<file path="src/rtl/jstk_pkg.sv">
// jstk_pkg: shared PmodJSTK frame layout, command prefix and FSM encodings
package jstk_pkg;
  localparam int         FRAME_BITS = 40;
  localparam int         CNT_W      = 6;
  localparam logic [5:0] CMD_PREFIX = 6'b100000;
  localparam logic [1:0] ST_IDLE    = 2'd0;
  localparam logic [1:0] ST_SHIFT   = 2'd1;
  localparam logic [1:0] ST_HOLD    = 2'd2;
  localparam int         BYTE_X_LO  = 0;
  localparam int         BYTE_X_HI  = 1;
  localparam int         BYTE_Y_LO  = 2;
  localparam int         BYTE_Y_HI  = 3;
  localparam int         BYTE_BTN   = 4;
  // Pack a frame with byte 0 in the top bits so it leaves MSB first
  function automatic logic [FRAME_BITS-1:0] build_frame(input logic [9:0] x, input logic [9:0] y, input logic [2:0] b);
    logic [FRAME_BITS-1:0] f;
    f = '0;
    f[FRAME_BITS-1-8*BYTE_X_LO -: 8] = x[7:0];
    f[FRAME_BITS-1-8*BYTE_X_HI -: 8] = {6'b0, x[9:8]};
    f[FRAME_BITS-1-8*BYTE_Y_LO -: 8] = y[7:0];
    f[FRAME_BITS-1-8*BYTE_Y_HI -: 8] = {6'b0, y[9:8]};
    f[FRAME_BITS-1-8*BYTE_BTN  -: 8] = {5'b0, b};
    return f;
  endfunction
endpackage

</file>
<file path="src/rtl/spi_sync_edge.sv">
// spi_sync_edge: multi-flop synchronizer with rise/fall detection on the synchronized level
module spi_sync_edge #(
  parameter int   STAGES  = 2,
  parameter logic RST_VAL = 1'b0
) (
  input  logic clk,
  input  logic rst_n,
  input  logic d,
  output logic rise,
  output logic fall
);
  logic [STAGES-1:0] sync_q, sync_d;
  logic              prev_q, prev_d;
  logic [STAGES:0]   vld_q, vld_d;
  // Shift the input through the chain; vld marks when every stage holds a real post-reset sample
  always_comb begin
    sync_d = STAGES'({sync_q, d});
    prev_d = sync_q[STAGES-1];
    vld_d  = (STAGES+1)'({vld_q, 1'b1});
  end
  // Chain registers, preset to the idle level of the line
  always_ff @(posedge clk or negedge rst_n) begin
    if (!rst_n) begin
      sync_q <= {STAGES{RST_VAL}};
      prev_q <= RST_VAL;
      vld_q  <= '0;
    end else begin
      sync_q <= sync_d;
      prev_q <= prev_d;
      vld_q  <= vld_d;
    end
  end
  assign rise = vld_q[STAGES] & sync_q[STAGES-1] & ~prev_q;
  assign fall = vld_q[STAGES] & ~sync_q[STAGES-1] & prev_q;
endmodule

</file>
<file path="src/rtl/jstk_spi_responder.sv">
// jstk_spi_responder: SPI mode-0 slave that emulates a PmodJSTK joystick frame
module jstk_spi_responder
  import jstk_pkg::*;
#(
  parameter int SYNC_STAGES = 2
) (
  input  logic       Clk,
  input  logic       Reset,
  input  logic       SCLK,
  input  logic       SS,
  input  logic       MOSI,
  output logic       MISO,
  input  logic [9:0] X_Pos,
  input  logic [9:0] Y_Pos,
  input  logic [2:0] Buttons,
  output logic [1:0] LED,
  output logic       Busy,
  output logic       Frame_Done,
  output logic       Frame_Abort
);
  logic                   sclk_rise, sclk_fall, ss_rise, ss_fall, mosi_s;
  logic [SYNC_STAGES-1:0] mosi_q, mosi_d;
  logic [1:0]             state_q, state_d;
  logic [CNT_W-1:0]       cnt_q, cnt_d, cnt_nx;
  logic [7:0]             rx_q, rx_d, rx_nx;
  logic [FRAME_BITS-1:0]  tx_q, tx_d;
  logic [1:0]             led_q, led_d;
  logic                   done_q, done_d, abort_q, abort_d, dec_q, dec_d;

  spi_sync_edge #(.STAGES(SYNC_STAGES), .RST_VAL(1'b0)) u_sclk (
    .clk(Clk), .rst_n(Reset), .d(SCLK), .rise(sclk_rise), .fall(sclk_fall)
  );
  spi_sync_edge #(.STAGES(SYNC_STAGES), .RST_VAL(1'b1)) u_ss (
    .clk(Clk), .rst_n(Reset), .d(SS), .rise(ss_rise), .fall(ss_fall)
  );

  assign mosi_s = mosi_q[SYNC_STAGES-1];
  assign rx_nx  = {rx_q[6:0], mosi_s};
  assign cnt_nx = cnt_q + 1'b1;

  // Frame FSM: snapshot on SS fall, sample on SCLK rise, shift on SCLK fall; SS edge wins over a coincident SCLK rise
  always_comb begin
    mosi_d  = SYNC_STAGES'({mosi_q, MOSI});
    state_d = state_q;
    cnt_d   = cnt_q;
    rx_d    = rx_q;
    tx_d    = tx_q;
    done_d  = 1'b0;
    abort_d = 1'b0;
    dec_d   = 1'b0;
    led_d   = (dec_q && rx_q[7:2] == CMD_PREFIX) ? rx_q[1:0] : led_q;
    if (state_q == ST_IDLE) begin
      if (ss_fall) begin
        tx_d    = build_frame(X_Pos, Y_Pos, Buttons);
        state_d = ST_SHIFT;
        cnt_d   = sclk_rise ? CNT_W'(1) : '0;
        rx_d    = sclk_rise ? {7'b0, mosi_s} : '0;
      end
    end else if (state_q == ST_SHIFT) begin
      if (ss_rise) begin
        state_d = ST_IDLE;
        abort_d = 1'b1;
      end else if (sclk_rise) begin
        rx_d    = rx_nx;
        cnt_d   = cnt_nx;
        dec_d   = cnt_nx == CNT_W'(8);
        done_d  = cnt_nx == CNT_W'(FRAME_BITS);
        state_d = done_d ? ST_HOLD : ST_SHIFT;
      end else if (sclk_fall) begin
        tx_d = tx_q << 1;
      end
    end else if (ss_rise) begin
      state_d = ST_IDLE;
    end
  end

  // State registers
  always_ff @(posedge Clk or negedge Reset) begin
    if (!Reset) begin
      mosi_q  <= '0;
      state_q <= ST_IDLE;
      cnt_q   <= '0;
      rx_q    <= '0;
      tx_q    <= '0;
      led_q   <= 2'b00;
      done_q  <= 1'b0;
      abort_q <= 1'b0;
      dec_q   <= 1'b0;
    end else begin
      mosi_q  <= mosi_d;
      state_q <= state_d;
      cnt_q   <= cnt_d;
      rx_q    <= rx_d;
      tx_q    <= tx_d;
      led_q   <= led_d;
      done_q  <= done_d;
      abort_q <= abort_d;
      dec_q   <= dec_d;
    end
  end

  assign MISO        = (state_q == ST_SHIFT) & tx_q[FRAME_BITS-1];
  assign Busy        = state_q != ST_IDLE;
  assign LED         = led_q;
  assign Frame_Done  = done_q;
  assign Frame_Abort = abort_q;
endmodule

</file>
<file path="config.mk">
export PLATFORM = sky130hd
export DESIGN_NAME = jstk_spi_responder
export DESIGN_NICKNAME = d
export VERILOG_FILES = /design/src/rtl/jstk_pkg.sv /design/src/rtl/spi_sync_edge.sv /design/src/rtl/jstk_spi_responder.sv
export SDC_FILE = /design/constraint.sdc
export NUM_CORES = 1
export LEC_CHECK = 0
export ABC_AREA = 1
export ABC_CLOCK_PERIOD_IN_PS = 1800
export BUFFER_PORTS_ARGS = -buffer_cell sky130_fd_sc_hd__buf_2
export CELL_PAD_IN_SITES_DETAIL_PLACEMENT = 0
export CELL_PAD_IN_SITES_GLOBAL_PLACEMENT = 1
export CORE_ASPECT_RATIO = 1.25
export CORE_MARGIN = 1
export CORE_UTILIZATION = 44
export CTS_CLUSTER_DIAMETER = 200
export DETAILED_ROUTE_END_ITERATION = 10
export PLACE_DENSITY_LB_ADDON = 0.1
export SYNTH_ARGS = -nofsm -noshare
export SYNTH_HDL_FRONTEND = slang
export SYNTH_HIERARCHICAL = 1
export SYNTH_SLANG_ARGS = --single-unit
</file>
<file path="constraint.sdc">
create_clock -name Clk -period 1.8 [get_ports Clk]
set_input_delay 0.09 -clock Clk [delete_from_list [all_inputs] [get_ports Clk]]
set_output_delay 0.09 -clock Clk [all_outputs]
set_load 0.05 [all_outputs]
</file>
### Word-level counts from Yosys, hierarchy flattened

Index checks and enable logic that the tools add are counted.

* multiply operators: 0
* multiplexer cells: 36
* bitwise gates (word level): 13
* eq/ne operators: 7
* add/subtract/negate cells: 1
* order comparisons: 0
* shift-type cells: 0
* reduce and logical (&&, ||, !) cells: 11
* divide/modulo/power cells: 0

Operator list (count)
* two-way mux 40 bit: 6
* two-way mux 8 bit: 5
* two-way mux 6 bit: 5
* two-way mux 2 bit: 7
* two-way mux 1 bit: 13
* == test 6 bit, second input constant: 2
* AND 1 bit: 9
* nonzero test 2 bit: 4
* adder 6 x 1 -> 6 bit, second input constant: 1
* == test 6 x 4 -> 1 bit, second input constant: 1
* nonzero test 3 bit: 2
* AND reduction 5 bit: 1
* inequality test 2 x 1 -> 1 bit, second input constant: 2
* inverter 1 bit: 4
* AND reduction 4 bit: 1
* AND reduction 3 bit: 1
* == test 2 x 1 -> 1 bit, second input constant: 1
* logical NOT 2 bit: 1
* inequality test 2 bit, second input constant: 1
* logical AND 1 bit: 1

* memories kept: 0
* bits in read-only memories: 0
* RAM bits: 0
* register bits: 75
* bits in latches: 0
* word-level logic and storage cells: 83
* output and inout port bits: 6

### Depth between registers and ports, before layout

Gate-level depths: netlist (run 1).

* depth after elaboration: 8
* depth in mapped cells: 8

### By module

The synthesis (run 1) kept the hierarchy.

By module, submodules not included
* jstk_spi_responder: instances 1, area an instance 2788.9 µm², cells an instance 317
* spi_sync_edge (u_ss): instances 1, area an instance 172.7 µm², cells an instance 11
* spi_sync_edge (u_sclk): instances 1, area an instance 168.9 µm², cells an instance 11

### Worst setup path before layout (run 1)

OpenSTA, ideal clock, no wires.

* kind: reg-to-reg
* from: register state_q[0]
* to: register tx_q[13]
* arrival: 1500 ps
* stages on the path, launching flop included: 7
* library setup time: 83 ps
* path slack: 218 ps
* required time: 1717 ps
* cell sequence: dfrtp_1 -> nor2_1 -> buf_4 -> inv_2 -> clkbuf_1 -> nand3_1 -> o21ai_0

* longest elaborated chain between the ends: 3

Ends and longest elaborated chain
* start, declared: RTL line jstk_spi_responder.sv:23 `logic [1:0] state_q, state_d;`
* start signal, assigned: RTL line jstk_spi_responder.sv:91 `state_q <= state_d;`
* logical NOT 2 bit / == test 2 x 1 -> 1 bit (equally long branches): RTL line jstk_spi_responder.sv:52, jstk_spi_responder.sv:59
* inequality test 2 x 1 -> 1 bit (no line) (tied with other cells)
* AND reduction 5 bit (no line)
* end signal, assigned: RTL line jstk_spi_responder.sv:94 `tx_q <= tx_d;`
* end, declared: RTL line jstk_spi_responder.sv:26 `logic [FRAME_BITS-1:0] tx_q, tx_d;`

Parallel ways exist; a longest one is shown, timed or not.
A chain may end at the register's enable or synchronous reset.

### Worst setup path after layout (run 1)

* from: register state_q[0]
* to: output Busy

* longest elaborated chain between the ends: 1

Ends and longest elaborated chain
* nonzero test 2 bit: RTL line jstk_spi_responder.sv:103 `assign Busy = state_q != ST_IDLE;`
* end, declared: RTL line jstk_spi_responder.sv:17 `output logic Busy,`

Every way passes these cells.

==> impl_metrics.yaml, run 1 <==
detailed_routing:
  vias_per_cell: 4.728
  drc: 0
  drtPass1Iterations: 4
  wl_per_cell_um: 11.89
  vias: 2326
  drt-total-wl_um: 5852
  drt_iter0_drc: 106
  postRouteAntennaNets: 0
global_routing:
  grt_usage_pct: 17.68
  grt_antenna_before_repair: 0
  grt_max_degree: 54
  grt_overflow_total: 0
  grt_pass1_wl_um: 9984
  grt_pass1_vias: 2210
power:
  peakVddDrop_v: 0.0007412
  total_power_mw: 5.371
  leakage_nw: 1.787
  p_per_area_mw_per_mm2: 1396
timing:
  fin_skew_ns: 0.01114
  min_period_over_period_pct: 94.98
  fin_crit_ns: 1.710
  setup_viol: 0
  slew_headroom_pct: 62.18
  drv_slew: 0
  max_slew.worst_pin.slew_ns: 0.5621
  fmax_mhz: 584.9
  hold_viol_final: 0
worst_setup_path:
  startpoint_type: "flop"
  worstPathArrival_ns: 1.62
  rr_worst_depth: 7
  r2r_setup_slack_ns: 0.14
  worstSetupEndpointType: "output pin"
  required_ns: 1.71
  cp_max_fo: 41
  path_class: "flop to output pin"
die:
  start_util_pct: 45.15
  fp-row-count: 34
  die_h_um: 96.31
  dieArea_mm2: 0.007458
  ios: 34
  die_w_um: 77.45
  coreArea_mm2: 0.006934
cells_and_area:
  drive_gt1_share_pct: 16.67
  fin_area_mm2: 0.003846
  areaGrowthSynthToFinish_pct: 22.86
  nets: 427
  diodes: 0
  fill_cells: 630
placed_design:
  portBuffers: 33
  dpl_cell_area_mm2: 0.003451
  routabilityCongestion: 0.7330
  hpwl_um: 3779
logic_synthesis:
  synth_nets: 369
  synth.distinct_cells: 26
  ys_seq_area_share_pct: 60.07
  syn_inst: 339
  ys_async_sr_fraction_pct: 100.0
  synth_edf_count: 0
  ys_ff_latch: 75
  synth.avg_cell_area_um2: 9.235
  synth_ff_type: "dfrtp_1"
  synth_area_mm2: 0.003131
  yosys_warnings: 6
cts:
  cts_tree: "done"
  htree_num_levels: 3
  clock_path_buffers: 2
  cts_sinks: 75
  clk_pin_slew_worst_paths_ns: 0.07
  clk_root_buffer_cell: "clkbuf_8"
  cts_inserted_buffers: 9
  insertion_delay_ns: 0.34
min_path:
  hp-class: "input pin to flop"
  hold_depth: 3
flow_run:
  maxCapViolations: 0
run_status:
  status: "finished, final reports clean"
-- placed cells by master, fill, tap and decap left out, types with 2 or more instances in the layout --
master         instances
dfrtp_1               72
buf_4                  7
dlygate4sd3_1         19
nor4_1                 2
clkbuf_1               2
o21ai_0               36
o211ai_1               8
nor2_1                26
o22ai_1                8
buf_12                 4
nand2_1               61
a21oi_2                2
nand4_1                2
ha_1                   2
clkbuf_8               9
clkinv_2               2
nand3_1               25
conb_1                 2
buf_2                 31
dfstp_2                3
clkinvlp_4             2
a31oi_1               14
inv_1                 51
-- final cells by class --
cell class	count	area (um^2)	area share, %
inverter	52	195.2	5.075
clock inverter	5	55.05	1.431
timing repair buffer	63	496.7	12.91
tap	90	112.6	2.928
sequential	75	1881	48.89
clock buffer	11	131.4	3.416
multi-input combinational	196	974.7	25.34
-- logic make-up (layout without fill, tap and decap cells) --
| family | count (synthesis) | in the layout | synth area share (%) |
|---|---|---|---|
| compound gates | 72 | 72 | 13.71 |
| xor+xnor | 1 | 1 | 0.2798 |
| fa+ha+maj | 2 | 2 | 0.7992 |
| buf+inv | 68 | 131 | 9.192 |
| flops | 75 | 75 | 60.07 |
| other cells | 2 | 2 | 0.2399 |
| simple gates | 119 | 119 | 15.71 |
-- cells in the mapped netlist, types with 3 or more instances --
cell	instances	area [um^2]
a31oi_1	14	87.58
inv_1	51	191.4
nor2_1	27	101.4
buf_2	5	25.02
buf_4	3	22.52
o211ai_1	8	60.06
nand3_1	26	130.1
dfrtp_1	72	1802
clkbuf_1	6	22.52
dfstp_2	3	78.83
o22ai_1	8	50.05
nand2_1	61	229.0
o21ai_0	36	180.2
-- final timing paths --
path	from	end
max	state_q[0]	Busy
min	X_Pos[7]	tx_q[39]
max reg2reg	u_ss/prev_q	tx_q[24]
min reg2reg	u_ss/vld_q[1]	u_ss/vld_q[2]
max in group asynchronous	Reset	tx_q[11]
min in group asynchronous	Reset	cnt_q[2]
-- registers in the layout, summed over array words and instances (netlist names), 2 cells and up --
signal	count
mosi_q	2
u_sclk/vld_q	3
u_ss/sync_q	2
state_q	2
cnt_q	6
rx_q	8
tx_q	40
LED	2
u_ss/vld_q	3
u_sclk/sync_q	2
-- critical path: stages, from the launching register on --
cell and delay (ns):
dfrtp_1 0.45, nor2_4 0.16, buf_6 0.19, inv_2 0.07, buf_12 0.17, clkbuf_4 0.22
-- routing by layer --
layer | up-vias | global-route usage (%) | wire length [um]
met5 | - | 0 | 0
met4 | 0 | 10.38 | 130
met3 | 11 | 3.128 | 136
met2 | 30 | 29.28 | 2768
met1 | 1068 | 21.80 | 2816
li1 | 1217 | - | -
-- power by group --
group          total (mW)  internal (mW)  switching (mW)
registers            2.38           2.14           0.237
clock network        1.23          0.636           0.597
logic                1.76          0.683            1.07
total                5.37           3.46            1.91
-- per-stage QoR --
stage	std cells	TNS, ns	hold WS (ns)	util [%]	setup slack [ns]
final	492	0	0.01275	55.47	0.09035
after global routing	492	-0.0009833	0.01911	55.47	-0.0009833
after CTS	492	0	0.0003279	55.25	0.01667
after detailed placement	457	0	0.08351	49.77	0.1191
after global placement	457	0	0.07966	49.77	0.1435
after floorplan	339	0	-0.2056	-	0.2178
-- timing repair --
action / 4_1_cts / 5_1_grt
hold buffers: 19 / 0
buffers inserted: 0 / 0
endpoints found under the hold margin: 50 / 0
pin swaps: 0 / 1
gates resized for setup: 1 / 4
endpoints found under the setup margin: 1 / 13
Note: power is estimated with default switching activity, not from simulation.
==> run 2: changes to the inputs <==
--- a/config.mk
+++ b/config.mk
@@ -6,7 +6,7 @@
 export NUM_CORES = 1
 export LEC_CHECK = 0
 export ABC_AREA = 1
-export ABC_CLOCK_PERIOD_IN_PS = 1800
+export ABC_CLOCK_PERIOD_IN_PS = 1950
 export BUFFER_PORTS_ARGS = -buffer_cell sky130_fd_sc_hd__buf_2
 export CELL_PAD_IN_SITES_DETAIL_PLACEMENT = 0
 export CELL_PAD_IN_SITES_GLOBAL_PLACEMENT = 1
==> constraint.sdc (replaced) <==
create_clock -name Clk -period 1.95 [get_ports Clk]
set_input_delay 0.0975 -clock Clk [delete_from_list [all_inputs] [get_ports Clk]]
set_output_delay 0.0975 -clock Clk [all_outputs]
set_load 0.05 [all_outputs]
==> impl_metrics.yaml, run 2 (synthesized netlist as in run 1, its figures left out) <==
cts:
  clock_path_buffers: 2
  clk_root_buffer_cell: "clkbuf_8"
  post_cts_buffers: 0
  htree_num_levels: 3
  cts_sinks: 75
  cts_tree: "done"
  cts_inserted_buffers: 9
  insertion_delay_ns: 0.35
  clk_pin_slew_worst_paths_ns: 0.08
cells_and_area:
  drive_gt1_share_pct: 17.09
  final_common_cell: "dfrtp_1"
  layout_common_cells: "72 x dfrtp_1, 61 x nand2_1, 51 x inv_1"
  fin_area_mm2: 0.003782
  diodes: 0
  largest_reg_flops: 40
  nets: 417
  largest_registers: "tx_q x40, rx_q x8, cnt_q x6"
  areaGrowthSynthToFinish_pct: 20.82
  regMostFlops: "tx_q"
global_routing:
  grt_pass1_vias: 2090
  grt_usage_pct: 17.35
  grt_overflow_total: 0
  grt_antenna_before_repair: 0
  grt_pass1_wl_um: 9742
  grt_max_degree: 49
worst_setup_path:
  required_ns: 1.85
  worstSetupEndpointType: "output pin"
  path_cells: "nor2_1, inv_2, buf_2"
  startpoint: "state_q[0]"
  cp_max_fo: 33
  path_class: "flop to output pin"
  crit_cells: 3
  crit_path_max_incr_delay_ns: 0.42
  regToRegStartpoint: "u_ss/prev_q"
  rr_worst_depth: 7
  endpoint: "Busy"
  startpoint_type: "flop"
  r2r_setup_slack_ns: 0.28
  worstPathArrival_ns: 1.67
  critPathBufInv: 2
  r2r-end: "tx_q[22]"
  crit_path_top_delay_cell: "dfrtp_1"
  crit_family: "buffers and inverters"
run_status:
  status: "finished, final reports clean"
timing:
  min_period_over_period_pct: 90.42
  setup_slack_ns: 0.1869
  slew_headroom_pct: 63.33
  fmax_mhz: 567.2
  fin_skew_ns: 0.01289
  setup_viol: 0
  max_slew.worst_pin.slew_ns: 0.5450
  drv_slew: 0
  tns_ns: 0
  rsz0062_at_grt: "false"
  hold_ws_ns: 0.006985
  fin_crit_ns: 1.763
  hold_viol_final: 0
die:
  die_w_um: 77.45
  fp-row-count: 34
  start_util_pct: 45.15
  die_h_um: 96.31
  ios: 34
  coreArea_mm2: 0.006934
  dieArea_mm2: 0.007458
detailed_routing:
  drt-total-wl_um: 5731
  drc: 0
  vias: 2325
  drt_iter0_drc: 96
  drtPass1Iterations: 4
  vias_per_cell: 4.824
  wl_per_cell_um: 11.89
  postRouteAntennaNets: 0
min_path:
  hp-class: "input pin to flop"
placed_design:
  portBuffers: 33
  routabilityCongestion: 0.7319
  preCtsSetupSlack_ns: 0.09641
  dpl_cell_area_mm2: 0.003411
  hpwl_um: 3674
power:
  leakage_nw: 1.769
  peakVddDrop_v: 0.0006872
  p_per_area_mw_per_mm2: 1369
  total_power_mw: 5.178
flow_run:
  maxCapViolations: 0
[run 2: worst min path at each step]
stage                        start          end  depth (start not counted)
after floorplan              Reset  Frame_Abort                          0
after global placement       Reset     cnt_q[4]                          1
after detailed placement     Reset     cnt_q[2]                          1
after CTS                 X_Pos[0]     tx_q[32]                          3
after global routing      X_Pos[6]     tx_q[38]                          3
final                     X_Pos[5]     tx_q[37]                          3
[run 2: power breakdown]
group	switching [mW]	internal (mW)
combinational	0.969	0.559
sequential	0.208	1.98
clock	0.577	0.887
[run 2: area by class of cell]
| type | instances | area (um^2) |
|---|---|---|
| fillers | 642 | 3152 |
| flip-flops and latches | 75 | 1881 |
| multi-input cells | 196 | 969.7 |
| repair buffers | 53 | 374.1 |
| inverters | 52 | 195.2 |
| clock buffers | 10 | 137.6 |
| clock inverters | 6 | 112.6 |
| well taps | 90 | 112.6 |
[run 2: layer usage]
metal | track usage (%) | wire length [um]
met2 | 26.99 | 2639
met4 | 8.019 | 115
met5 | 0 | 0
met3 | 4.834 | 212
met1 | 22.61 | 2764
[run 2: per-stage QoR]
step	util, %	instances
floorplan	-	339
global placement	49.19	455
detailed placement	49.19	455
CTS	54.38	482
global route	54.55	482
finish	54.55	482
[run 2: repair_timing]
| item | in CTS | in global routing |
|---|---|---|
| hold buffers | 11 | 0 |
| setup endpoints to repair | 0 | 13 |
| hold endpoints to repair | 37 | 0 |
| resized for setup | 0 | 3 |
[run 2: worst reg2reg max path, cell delays in order, from the launching register on]
cell	delay [ns]
dfstp_2	0.54
nand2_1	0.05
nor2_1	0.16
nand2_1	0.16
a21oi_4	0.23
buf_6	0.24
nor2_1	0.07
a31oi_1	0.14
